[config.mk]
export PLATFORM = sky130hd
export DESIGN_NAME = ir_hit_decoder
export DESIGN_NICKNAME = d
export VERILOG_FILES = /design/src/rtl/ir_hit_decoder.sv
export SDC_FILE = /design/constraint.sdc
export NUM_CORES = 1
export LEC_CHECK = 0
export BUFFER_PORTS_ARGS = -buffer_cell sky130_fd_sc_hd__buf_2
export CORE_MARGIN = 10
export CORE_UTILIZATION = 30
export DETAILED_ROUTE_END_ITERATION = 7
export PLACE_DENSITY_LB_ADDON = 0.08
export REMOVE_ABC_BUFFERS = 1
export SLEW_MARGIN = 40
export SYNTH_ARGS = -nofsm -noshare
export SYNTH_HDL_FRONTEND = slang
export SYNTH_SLANG_ARGS = --single-unit
[constraint.sdc]
create_clock -name PCLK -period 2.44 [get_ports PCLK]
set_clock_uncertainty 0.15 [all_clocks]
set_input_delay 0.488 -clock PCLK [delete_from_list [all_inputs] [get_ports PCLK]]
set_output_delay 0.488 -clock PCLK [all_outputs]
set_load 0.01 [all_outputs]
[src/rtl/ir_hit_decoder.sv]
// ----------------------------------------------------------------------------
// ir_hit_decoder
//
// Turns the raw, active-low IR receiver line on the tank into validated hit
// events. The line is first synchronized into the PCLK domain, then
// deglitched by a stability filter. A small FSM measures each filtered low
// pulse. Only widths inside the accept window produce a hit. A hit is
// followed by a lockout period. A low that never ends is flagged as a stuck
// receiver.
//
// Ports:
//   PCLK        in   system clock, everything runs on its rising edge
//   PRESERN     in   synchronous active-low reset
//   hit_data    in   raw IR receiver output (asynchronous, low = carrier)
//   clr         in   one-cycle clear of hit_count and stuck_fault
//   hit_int     out  one-cycle pulse per accepted hit
//   hit_count   out  accepted hits, saturating at 15
//   stuck_fault out  sticky flag, set when a low lasts MAX_HIT_CYC cycles
//   busy        out  high whenever the FSM is not idle
// ----------------------------------------------------------------------------
module ir_hit_decoder #(
    parameter int unsigned GLITCH_CYC   = 1000,
    parameter int unsigned MIN_HIT_CYC  = 10000000,
    parameter int unsigned MAX_HIT_CYC  = 50000000,
    parameter int unsigned COOLDOWN_CYC = 100000000
) (
    input  logic       PCLK,
    input  logic       PRESERN,
    input  logic       hit_data,
    input  logic       clr,
    output logic       hit_int,
    output logic [3:0] hit_count,
    output logic       stuck_fault,
    output logic       busy
);

    localparam logic [31:0] GLITCH_LAST = 32'(GLITCH_CYC - 1);
    localparam logic [31:0] MIN_W       = 32'(MIN_HIT_CYC);
    localparam logic [31:0] MAX_LAST    = 32'(MAX_HIT_CYC - 1);
    localparam logic [31:0] COOL_W      = 32'(COOLDOWN_CYC);

    typedef enum logic [1:0] {
        IDLE     = 2'd0,
        LOW      = 2'd1,
        STUCK    = 2'd2,
        COOLDOWN = 2'd3
    } state_t;

    logic        sync_a;
    logic        sync_b;
    logic        filt;
    logic [31:0] stab;
    logic [1:0]  settle;
    logic        armed;

    state_t      state;
    state_t      state_next;
    logic [31:0] w;
    logic [31:0] w_next;

    logic        accept;
    logic        stuck_enter;
    logic        busy_next;

    // Two-flop synchronizer for the asynchronous receiver line. Both flops
    // come out of reset high, i.e. "no carrier".
    always_ff @(posedge PCLK) begin
        if (!PRESERN) begin
            sync_a <= 1'b1;
            sync_b <= 1'b1;
        end else begin
            sync_a <= hit_data;
            sync_b <= sync_a;
        end
    end

    // Stability filter: the filtered level follows the synchronized line
    // only after the new level has been seen on GLITCH_CYC consecutive
    // samples. Any return to the current filtered level restarts the count,
    // so short glitches are dropped while clean pulses keep their width
    // (both edges are delayed by the same amount).
    always_ff @(posedge PCLK) begin
        if (!PRESERN) begin
            filt <= 1'b1;
            stab <= 32'd0;
        end else if (sync_b == filt) begin
            stab <= 32'd0;
        end else if (stab == GLITCH_LAST) begin
            filt <= sync_b;
            stab <= 32'd0;
        end else begin
            stab <= stab + 32'd1;
        end
    end

    // Arming after reset. The synchronizer and the filter come out of reset
    // pretending the line is high, so a pulse that was already in progress
    // across reset would otherwise look like a fresh low once it propagated
    // through the filter. The decoder only starts measuring after it has
    // seen a genuinely sampled high on both the synchronized and the
    // filtered line. settle marks when sync_b holds a real sample rather
    // than its reset value.
    always_ff @(posedge PCLK) begin
        if (!PRESERN) begin
            settle <= 2'b00;
            armed  <= 1'b0;
        end else begin
            settle <= {settle[0], 1'b1};
            if (settle[1] && sync_b && filt) begin
                armed <= 1'b1;
            end
        end
    end

    // FSM state register together with the shared width / cooldown counter.
    always_ff @(posedge PCLK) begin
        if (!PRESERN) begin
            state <= IDLE;
            w     <= 32'd0;
        end else begin
            state <= state_next;
            w     <= w_next;
        end
    end

    // Next-state logic. In LOW, w holds the number of filtered-low samples
    // seen so far, counting the one that caused the exit from IDLE. Reaching
    // MAX_HIT_CYC low samples therefore happens on the edge where w moves
    // from MAX_HIT_CYC-1 with the line still low, which is where STUCK is
    // entered. A high seen with w at MAX_HIT_CYC-1 is still a valid hit.
    // In COOLDOWN the counter saturates at COOLDOWN_CYC so a receiver that
    // stays low for a long time cannot wrap it.
    always_comb begin
        state_next = state;
        w_next     = w;
        unique case (state)
            IDLE: begin
                w_next = 32'd0;
                if (armed && !filt) begin
                    state_next = LOW;
                    w_next     = 32'd1;
                end
            end
            LOW: begin
                if (!filt) begin
                    if (w >= MAX_LAST) begin
                        state_next = STUCK;
                        w_next     = 32'd0;
                    end else begin
                        w_next = w + 32'd1;
                    end
                end else begin
                    w_next = 32'd0;
                    if (w >= MIN_W) begin
                        state_next = COOLDOWN;
                    end else begin
                        state_next = IDLE;
                    end
                end
            end
            STUCK: begin
                w_next = 32'd0;
                if (filt) begin
                    state_next = IDLE;
                end
            end
            COOLDOWN: begin
                if (w < COOL_W) begin
                    w_next = w + 32'd1;
                end
                if ((w >= COOL_W) && filt) begin
                    state_next = IDLE;
                    w_next     = 32'd0;
                end
            end
            default: begin
                state_next = IDLE;
                w_next     = 32'd0;
            end
        endcase
    end

    // Output decode: the accept and stuck-entry events are the same
    // conditions that steer the FSM out of LOW. busy is computed from the
    // next state so the registered flag tracks the state register exactly.
    always_comb begin
        accept      = 1'b0;
        stuck_enter = 1'b0;
        busy_next   = (state_next != IDLE);
        if (state == LOW) begin
            accept      = filt && (w >= MIN_W);
            stuck_enter = !filt && (w >= MAX_LAST);
        end
    end

    // Registered outputs. A software clear takes priority over a hit or a
    // stuck detection landing in the same cycle. The hit pulse itself is not
    // affected by the clear, so software still sees the interrupt.
    always_ff @(posedge PCLK) begin
        if (!PRESERN) begin
            hit_int     <= 1'b0;
            hit_count   <= 4'd0;
            stuck_fault <= 1'b0;
            busy        <= 1'b0;
        end else begin
            hit_int <= accept;
            busy    <= busy_next;

            if (clr) begin
                hit_count <= 4'd0;
            end else if (accept && (hit_count != 4'd15)) begin
                hit_count <= hit_count + 4'd1;
            end

            if (clr) begin
                stuck_fault <= 1'b0;
            end else if (stuck_enter) begin
                stuck_fault <= 1'b1;
            end
        end
    end

endmodule

==> flow_summary.yaml, run 1 <==
sta:
  fin_crit_sh_pct: 102
  fin_ws_ps: -39.4
  slew_viol_final: 0
  tightestPinTransition_ps: 551
  whs_ps: 170
  grt_setup_unrepaired: "true"
  slew_headroom_pct: 63.2
  max_freq_mhz: 403
  setup_viol: 31
  layout_min_cycle_time_ps: 2480
  hold_viol_final: 0
critical_path:
  crit_slowest_cell: "or4_4"
  cp-end-kind: "flip-flop"
  cp_top_family: "simple AND/OR/NAND/NOR gates"
  worst-path-buf-inv: 2
  cp.required_ps: 2560
  crit_arrival_ps: 2600
  rr_endpoint: "w[5]"
  startpoint_type: "flip-flop"
  crit_chain: "or4_4, or3b_1, a311oi_2, or2_4, o211ai_1, buf_4, buf_6, a21oi_1"
  r2r_cells: 8
  rrSetupSlack_ps: -40
  cp_max_fo: 8
  r2r_start: "w[27]"
  cp_slowest_stage_delay_ps: 570
  critical_path_class: "reg2reg"
synthesis:
  synth_top_area_share_pct: 41.4
  synthArstFlopShare_pct: 0
  synth_edf_count: 0
  synth_mux_area_share_pct: 0.262
  synth-compound-area-share_pct: 16.6
  seq_area_frac_synth_pct: 41.4
  synth-xor-area-share_pct: 8.48
  yosys_warnings: 0
  yosysUniqueCellTypes: 52
  synth_top_family_by_area: "simple AND/OR/NAND/NOR gates"
  synth-main-ff-cell: "dfxtp_1"
  postSynthAreaPerCell_um2: 8.34
  synthAdderAreaFrac_pct: 1.31
  syn_inst: 458
  yosys-top-cells-area: "dfxtp_1, nor2_1, xor2_1, xnor2_1, a21oi_1"
  synth_top_cell_by_area: "dfxtp_1"
  ys_seq_elements: 79
  netlist_area_um2: 3820
  synthSimpleGateAreaFrac_pct: 28.7
power:
  p_clk_share_pct: 52.5
  p_comb_share_pct: 0.7
  power.internal_uw: 2210
  seqPwrFrac_pct: 46.8
  irDropWorstVdd_mv: 0.402
  p_leak_uw: 0.00155
  power_density_nw_per_um2: 578
  power_uw: 2770
  swShare_pct: 20.5
  p_switching_uw: 568
final_layout:
  n_antenna_cell: 0
  synthToLayoutAreaGrowth_pct: 25.5
  fin_util_pct: 38.2
  stdcell_count: 686
  drive_gt1_share_pct: 17.9
  fin_nets: 517
global_route:
  grt_max_degree: 33
  grt_pass1_vias: 3263
  grt_overflow: 0
  antenna_found_initial: 0
  grt_pass1_wl_um: 16000
  grt_usage_pct: 11.0
clock_tree:
  max-clock-path-buffers: 2
  cts-root-buf: "clkbuf_16"
  ctsHoldBuffers: 0
  cts_tree: "built"
  clock_latency_ps: 340
  cts_buffers: 9
  clkSinkCount: 79
  htree_levels: 3
  clk_pin_slew_ps: 60
flow_run:
  drv_cap: 0
floorplanning:
  core_area_um2: 12600
  die_x_um: 133
  start_util_pct: 30.4
  rows: 41
  die_height_um: 133
  die-area_um2: 17700
  io_pins: 11
route:
  via_per_inst: 4.94
  wl_um: 9840
  wl_per_cell_um: 14.3
  first_pass_iters: 4
  num_vias: 3390
  drtIter0Drc: 163
  drc: 0
  final_antenna_net_count: 0
hold_path:
  worstHoldStart: "hit_data"
  holdPathEnd: "sync_a"
  hold_path_class: "in2reg"
  worstHoldPathCells: 2
run_status:
  failed_checks: "setup timing"
  outcome: "finished, violations left"
placed_design:
  dp_hpwl_um: 6790
  place_congestion: 0.792
  numPlacedInstances: 665
  numPortBuffers: 10
[state kept, by name, indices dropped and copies added (netlist names)]
register / flops
sync_b: 1
w: 32
stuck_fault: 1
filt: 1
busy: 1
settle: 2
state: 2
hit_int: 1
sync_a: 1
stab: 32
armed: 1
hit_count: 4
[worst max-delay path by stage]
stage | from | end | slack, ps | depth (start not counted)
final | w[27] | w[5] | -40 | 8
after global routing | w[27] | w[29] | -130 | 8
after CTS | w[27] | w[21] | 10 | 6
after detailed placement | w[27] | w[23] | -40 | 7
after global placement | w[27] | w[23] | -30 | 7
after floorplan | w[8] | w[10] | -470 | 6
[final cells by class]
| class | instances | area, um^2 |
|---|---|---|
| well taps | 172 | 215 |
| flip-flops and latches | 79 | 1580 |
| multi-input cells | 347 | 2170 |
| clock inverters | 6 | 95.1 |
| clock buffers | 10 | 229 |
| inverters | 13 | 48.8 |
| fillers | 1305 | 7770 |
| repair buffers | 59 | 455 |
[stage by stage]
stage | cell area [um^2] | setup slack (ps) | TNS, ps
floorplan | 3740 | -470 | -14010
global placement | 4360 | -31.3 | -31.3
detailed placement | 4360 | -36.3 | -36.3
CTS | 4690 | 9.63 | 0
global route | 4800 | -128 | -3280
finish | 4800 | -39.4 | -764
[layer usage]
| metal | vias up | wire length, um | GRT usage, % |
|---|---|---|---|
| met5 | - | 0 | 0 |
| met4 | 0 | 133 | 3.55 |
| met3 | 9 | 300 | 3.41 |
| met2 | 32 | 4500 | 17.3 |
| met1 | 1597 | 4900 | 14.1 |
| li1 | 1752 | - | - |
[what timing repair did]
action	4_1_cts	5_1_grt
pin swaps	0	0
cloned	0	2
buffers inserted	0	3
gates resized for setup	1	15
endpoints found under the setup margin	1	38
[synthesized netlist by cell type, drive strengths merged, types with 5 or more instances]
| library cell | number |
|---|---|
| a2111oi | 7 |
| a211oi | 5 |
| nor2 | 65 |
| nor3 | 8 |
| nand3 | 24 |
| a31oi | 7 |
| or3 | 11 |
| inv | 13 |
| nand2 | 36 |
| nand2b | 5 |
| or4 | 7 |
| xor2 | 19 |
| a21oi | 28 |
| clkbuf | 14 |
| nand4 | 16 |
| o31ai | 7 |
| o211ai | 6 |
| o21ai | 15 |
| nor4 | 9 |
| xnor2 | 18 |
| and2 | 5 |
| and3 | 10 |
| buf | 5 |
| dfxtp | 79 |
[cells in the final DEF, fill, tap and decap left out, types with 2 or more instances in the layout]
cell / Yosys / final
o22ai_1: 2 / 2
nor3_1: 8 / 7
xor2_1: 19 / 19
nand3b_1: 3 / 3
a2111oi_1: 2 / 3
buf_4: 0 / 45
buf_2: 5 / 10
xnor2_1: 18 / 18
dfxtp_1: 79 / 78
nand3_1: 23 / 23
and2_1: 5 / 5
ha_1: 4 / 4
nor4_1: 8 / 8
a21oi_1: 28 / 24
nand2_1: 36 / 36
nand2b_1: 5 / 5
nor2_1: 65 / 62
a211oi_1: 5 / 5
o21a_1: 3 / 3
and4_1: 4 / 4
a21o_1: 2 / 2
a21oi_2: 0 / 3
bufinv_16: 0 / 2
a211o_1: 2 / 2
nor2b_1: 4 / 4
o31ai_1: 7 / 7
buf_6: 0 / 2
or4_1: 6 / 6
nor2_2: 0 / 3
clkbuf_16: 0 / 10
o211ai_1: 5 / 5
a2111oi_0: 3 / 2
o21ai_0: 15 / 15
inv_1: 13 / 13
or3_1: 11 / 11
and3_1: 10 / 10
clkinv_4: 0 / 4
a31oi_1: 7 / 7
nand4_1: 16 / 16
[power by group through the flow]
stage                     combinational, uW  clock [uW]  sequential, uW
after detailed placement               20.6           0            1330
final                                  20.0        1460            1300
after global placement                 20.5           0            1330
after floorplan                        10.3           0            1320
after global routing                   22.9        1570            1300
after CTS                              20.6        1520            1300
[cells by family after synthesis]
group | after synthesis
compound gates | 92
xor+xnor | 37
fa+ha+maj | 4
buf+inv | 32
flops | 79
mux | 1
simple gates | 213
Note: power is estimated with default switching activity, not from simulation.
==> run 2: changes to the inputs <==
--- a/config.mk
+++ b/config.mk
@@ -5,11 +5,12 @@
 export SDC_FILE = /design/constraint.sdc
 export NUM_CORES = 1
 export LEC_CHECK = 0
+export ABC_AREA = 1
 export BUFFER_PORTS_ARGS = -buffer_cell sky130_fd_sc_hd__buf_2
 export CORE_MARGIN = 10
 export CORE_UTILIZATION = 30
 export DETAILED_ROUTE_END_ITERATION = 7
-export PLACE_DENSITY_LB_ADDON = 0.08
+export PLACE_DENSITY = 0.49
 export REMOVE_ABC_BUFFERS = 1
 export SLEW_MARGIN = 40
 export SYNTH_ARGS = -nofsm -noshare
==> flow_summary.yaml, run 2 <==
critical_path:
  rr_endpoint: "w[20]"
  cp.required_ps: 2570
  worstSetupStartpoint: "w[28]"
  crit_end: "w[20]"
  r2r_start: "w[28]"
  startpoint_type: "flip-flop"
  critical_path_class: "reg2reg"
  cp-end-kind: "flip-flop"
  cp_max_fo: 19
  r2r_cells: 12
  rrSetupSlack_ps: 260
  crit_arrival_ps: 2310
global_route:
  grt_pass1_wl_um: 18000
  grt_max_degree: 33
  grt_usage_pct: 10.9
  grt_overflow: 0
  grt_pass1_vias: 3821
  antenna_found_initial: 0
hold_path:
  hold_path_class: "in2reg"
route:
  via_per_inst: 4.77
  first_pass_iters: 4
  wl_um: 10500
  wl_per_cell_um: 12.3
  final_antenna_net_count: 0
  drc: 0
  drtIter0Drc: 252
  num_vias: 4072
synthesis:
  synthArstFlopShare_pct: 0
  synth-main-ff-cell: "dfxtp_1"
  yosys_warnings: 0
  syn_inst: 653
  seq_area_frac_synth_pct: 37.0
  synth_most_common_cell: "nand2_1"
  postSynthAreaPerCell_um2: 6.55
  yosysUniqueCellTypes: 34
  synth_top_cell_by_area: "dfxtp_1"
  netlist_area_um2: 4270
  synth_common_cells: "nand2_1, inv_1, nor2_1, dfxtp_1"
  synth_top_area_share_pct: 37.0
  synth_edf_count: 0
  yosys-top-cells-area: "dfxtp_1, nand2_1, inv_1, nor2_1, nand3_1"
  ys_seq_elements: 79
power:
  p_leak_uw: 0.00175
  power_density_nw_per_um2: 564
  irDropWorstVdd_mv: 0.493
clock_tree:
  ctsHoldBuffers: 0
  cts-root-buf: "clkbuf_16"
  cts_tree: "built"
  clkSinkCount: 79
  post_cts_buffers: 0
  htree_levels: 3
  cts_buffers: 9
  clock_latency_ps: 340
  cts_resized: 0
  max-clock-path-buffers: 2
  clk_pin_slew_ps: 60
sta:
  setup_viol: 0
  whs_ps: 180
  tightestPinTransition_ps: 745
  grt_setup_unrepaired: "false"
  layout_min_cycle_time_ps: 2180
  tns_ps: 0
  slew_headroom_pct: 49.9
  hold_viol_final: 0
  max_freq_mhz: 459
  fin_crit_sh_pct: 89.2
  slew_viol_final: 0
final_layout:
  register_area_um2: 1580
  fillCellCount: 1512
  multi_input_area_um2: 2250
  drive_gt1_share_pct: 7.73
  n_antenna_cell: 0
  synthToLayoutAreaGrowth_pct: 13.0
  mostFrequentLayoutCells: "nand2_1, inv_1, nor2_1"
  top_regs: "stab x32, w x32, hit_count x4"
  final_common_cell: "nand2_1"
  fin_nets: 676
floorplanning:
  die_x_um: 139
  io_pins: 11
  die-area_um2: 19400
  die_height_um: 139
  rows: 43
  start_util_pct: 30.7
  core_area_um2: 13900
placed_design:
  numPortBuffers: 10
  place_congestion: 0.852
  dp_hpwl_um: 7950
flow_run:
  drv_cap: 0
run_status:
  outcome: "complete, no violations"
[run 2: cells by family (layout without fill, tap and decap cells)]
family / count (synthesis) / after routing / synth area share, %
compound gates: 58 / 58 / 7.23
xor+xnor: 13 / 13 / 2.66
fa+ha+maj: 4 / 4 / 1.17
buf+inv: 107 / 127 / 10.3
flops: 79 / 79 / 37.0
simple gates: 392 / 392 / 41.7
[run 2: through the flow]
| stage | cell area [um^2] | std cells | total power (uW) | setup WS [ps] | util, % |
|---|---|---|---|---|---|
| after CTS | 4830 | 853 | 2770 | 260 | 34.7 |
| after floorplan | 4200 | 642 | 1340 | 414 | - |
| after detailed placement | 4520 | 837 | 1350 | 289 | 32.4 |
| after global placement | 4520 | 837 | 1350 | 330 | 32.4 |
| final | 4830 | 853 | 2730 | 263 | 34.7 |
| after global routing | 4830 | 853 | 2830 | 45.0 | 34.7 |
[run 2: layout make-up]
| cell class | instances | share of cell area, % |
|---|---|---|
| Clock inverter | 5 | 1.17 |
| Tap cell | 180 | 4.66 |
| Clock buffer | 11 | 5.23 |
| Inverter | 96 | 7.46 |
| Timing Repair Buffer | 15 | 2.07 |
| Sequential cell | 79 | 32.7 |
| Multi-Input combinational cell | 467 | 46.7 |
[run 2: worst min-delay path by stage]
stage	to	slack (ps)	cells past startpoint	startpoint
2_1_floorplan	settle[1]	240	2	settle[0]
3_3_place_gp	settle[1]	240	2	settle[0]
3_5_place_dp	settle[1]	250	2	settle[0]
4_1_cts	sync_a	170	2	hit_data
5_1_grt	sync_a	170	2	hit_data
6_report	sync_a	180	2	hit_data
[run 2: where the power goes]
group | internal [uW] | switching (uW) | leakage, uW
registers | 1290 | 2.02 | 0.000637
logic | 9.47 | 19.5 | 0.000956
clock network | 846 | 554 | 0.000152
total | 2150 | 576 | 0.00175
[run 2: layer usage]
layer	wire [um]	vias to the layer above	global-route usage, %
met2	4680	66	17.3
met5	0	-	0
li1	-	2142	-
met4	68	0	2.58
met3	448	7	3.37
met1	5290	1857	14.1
[run 2: critical path, cell delays in order, from the launching register on]
cell     delay, ps
dfxtp_1        310
inv_1           60
nand2_1         50
nor2_1         200
nand2_1        100
nor2_1         170
nand2_2        100
nand2_2        300
buf_4          260
nand2_1        100
o21ai_0        160
inv_1           50
nor2_1          90
==> run 3: changes to the inputs <==
--- a/config.mk
+++ b/config.mk
@@ -6,7 +6,7 @@
 export NUM_CORES = 1
 export LEC_CHECK = 0
 export ABC_AREA = 1
-export BUFFER_PORTS_ARGS = -buffer_cell sky130_fd_sc_hd__buf_2
+export BUFFER_PORTS_ARGS = -buffer_cell sky130_fd_sc_hd__buf_4
 export CORE_MARGIN = 10
 export CORE_UTILIZATION = 30
 export DETAILED_ROUTE_END_ITERATION = 7
==> flow_summary.yaml, run 3 (same netlist as run 2, synthesis figures left out) <==
hold_path:
  holdPathEnd: "sync_a"
  worstHoldPathCells: 2
  worstHoldStart: "hit_data"
  hold_path_class: "in2reg"
floorplanning:
  rows: 43
  die_x_um: 139
  core_area_um2: 13900
  die-area_um2: 19400
  io_pins: 11
  start_util_pct: 30.7
  die_height_um: 139
final_layout:
  final_common_cell: "nand2_1"
  mostFrequentLayoutCells: "nand2_1, inv_1, nor2_1"
  drive_gt1_share_pct: 7.72
  fin_nets: 677
  synthToLayoutAreaGrowth_pct: 13.6
  fin_area_um2: 4850
  n_antenna_cell: 0
  top_regs: "stab x32, w x32, hit_count x4"
critical_path:
  r2r_cells: 7
  rrSetupSlack_ps: 430
  cp_max_fo: 32
  critical_path_class: "reg2reg"
  rr_endpoint: "stab[7]"
  cp.required_ps: 2520
  crit_arrival_ps: 2090
  cp-end-kind: "flip-flop"
  startpoint_type: "flip-flop"
  r2r_start: "stab[10]"
power:
  irDropWorstVdd_mv: 0.349
  seqPwrFrac_pct: 47.8
  swShare_pct: 21.6
  p_switching_uw: 586
  p_comb_share_pct: 1.1
  power.internal_uw: 2120
  power_density_nw_per_um2: 558
  p_clk_share_pct: 51.1
  p_leak_uw: 0.00174
route:
  wl_per_cell_um: 12.5
  final_antenna_net_count: 0
  drtIter0Drc: 247
  drc: 0
  first_pass_iters: 5
  wl_um: 10700
  num_vias: 4113
  via_per_inst: 4.82
sta:
  tns_ps: 0
  fin_crit_sh_pct: 82.5
  layout_min_cycle_time_ps: 2010
  grt_setup_unrepaired: "false"
  tightestPinTransition_ps: 574
  max_freq_mhz: 497
  slew_viol_final: 0
  slew_headroom_pct: 61.4
  fin_ws_ps: 427
  hold_viol_final: 0
  setup_viol: 0
placed_design:
  dp_worst_setup_slack_ps: 445
  place_congestion: 0.875
  postPlaceCellArea_um2: 4550
  numPortBuffers: 10
  dp_hpwl_um: 7890
clock_tree:
  clkSinkCount: 79
  clock_latency_ps: 350
  ctsHoldBuffers: 0
  htree_levels: 3
  cts_buffers: 9
  cts_resized: 0
  cts_tree: "built"
  max-clock-path-buffers: 2
  clk_pin_slew_ps: 60
  post_cts_buffers: 0
  cts-root-buf: "clkbuf_16"
global_route:
  antenna_found_initial: 0
  grt_max_degree: 33
  grt_pass1_wl_um: 17600
  grt_usage_pct: 10.9
  grt_pass1_vias: 3745
  grt_overflow: 0
run_status:
  outcome: "complete, no violations"
flow_run:
  drv_cap: 0
## run 3: layer usage
layer  vias up  GRT usage, %  share of wire (%)  wire length, um
li1       2140             -                  -                -
met2        92          17.7                 45             4830
met1      1861          12.9                 48             5090
met4         0          4.83                2.4              259
met5         -             0                  0                0
met3        20          3.47                4.7              500
## run 3: how the worst max path moves through the flow
stage	depth (start not counted)	slack, ps	startpoint	to
2_1_floorplan	8	410	stab[0]	stab[15]
3_5_place_dp	9	450	stab[0]	stab[22]
6_report	7	430	stab[10]	stab[7]
5_1_grt	12	190	w[19]	w[22]
4_1_cts	9	440	stab[0]	stab[22]
3_3_place_gp	9	470	w[6]	w[23]
## run 3: critical path, stage by stage (launching register included)
cell	delay, ps
dfxtp_1	310
inv_1	160
nand4_1	110
nor4_1	540
nand2_1	200
nand2_1	140
buf_12	190
nor3b_1	70
## run 3: final cells by class
| type | count | area (um^2) |
|---|---|---|
| repair buffers | 16 | 133 |
| inverters | 96 | 360 |
| fillers | 1479 | 9080 |
| multi-input cells | 467 | 2250 |
| well taps | 180 | 225 |
| flip-flops and latches | 79 | 1580 |
| clock buffers | 11 | 243 |
| clock inverters | 5 | 57.6 |
## run 3: metrics by stage
| step | hold slack (ps) | total power [uW] | utilization, % | instances |
|---|---|---|---|---|
| 2_1_floorplan | 240 | 1340 | - | 642 |
| 3_3_place_gp | 250 | 1360 | 32.7 | 838 |
| 3_5_place_dp | 249 | 1360 | 32.7 | 838 |
| 4_1_cts | 166 | 2750 | 34.8 | 854 |
| 5_1_grt | 175 | 2800 | 34.8 | 854 |
| 6_report | 180 | 2710 | 34.8 | 854 |
## run 3: power by group through the flow
stage | clock, uW | combinational (uW) | sequential [uW]
floorplan | 0 | 13.7 | 1320
global placement | 0 | 29.9 | 1330
detailed placement | 0 | 30.2 | 1330
CTS | 1430 | 30.2 | 1300
global route | 1470 | 33.7 | 1300
finish | 1380 | 29.5 | 1300
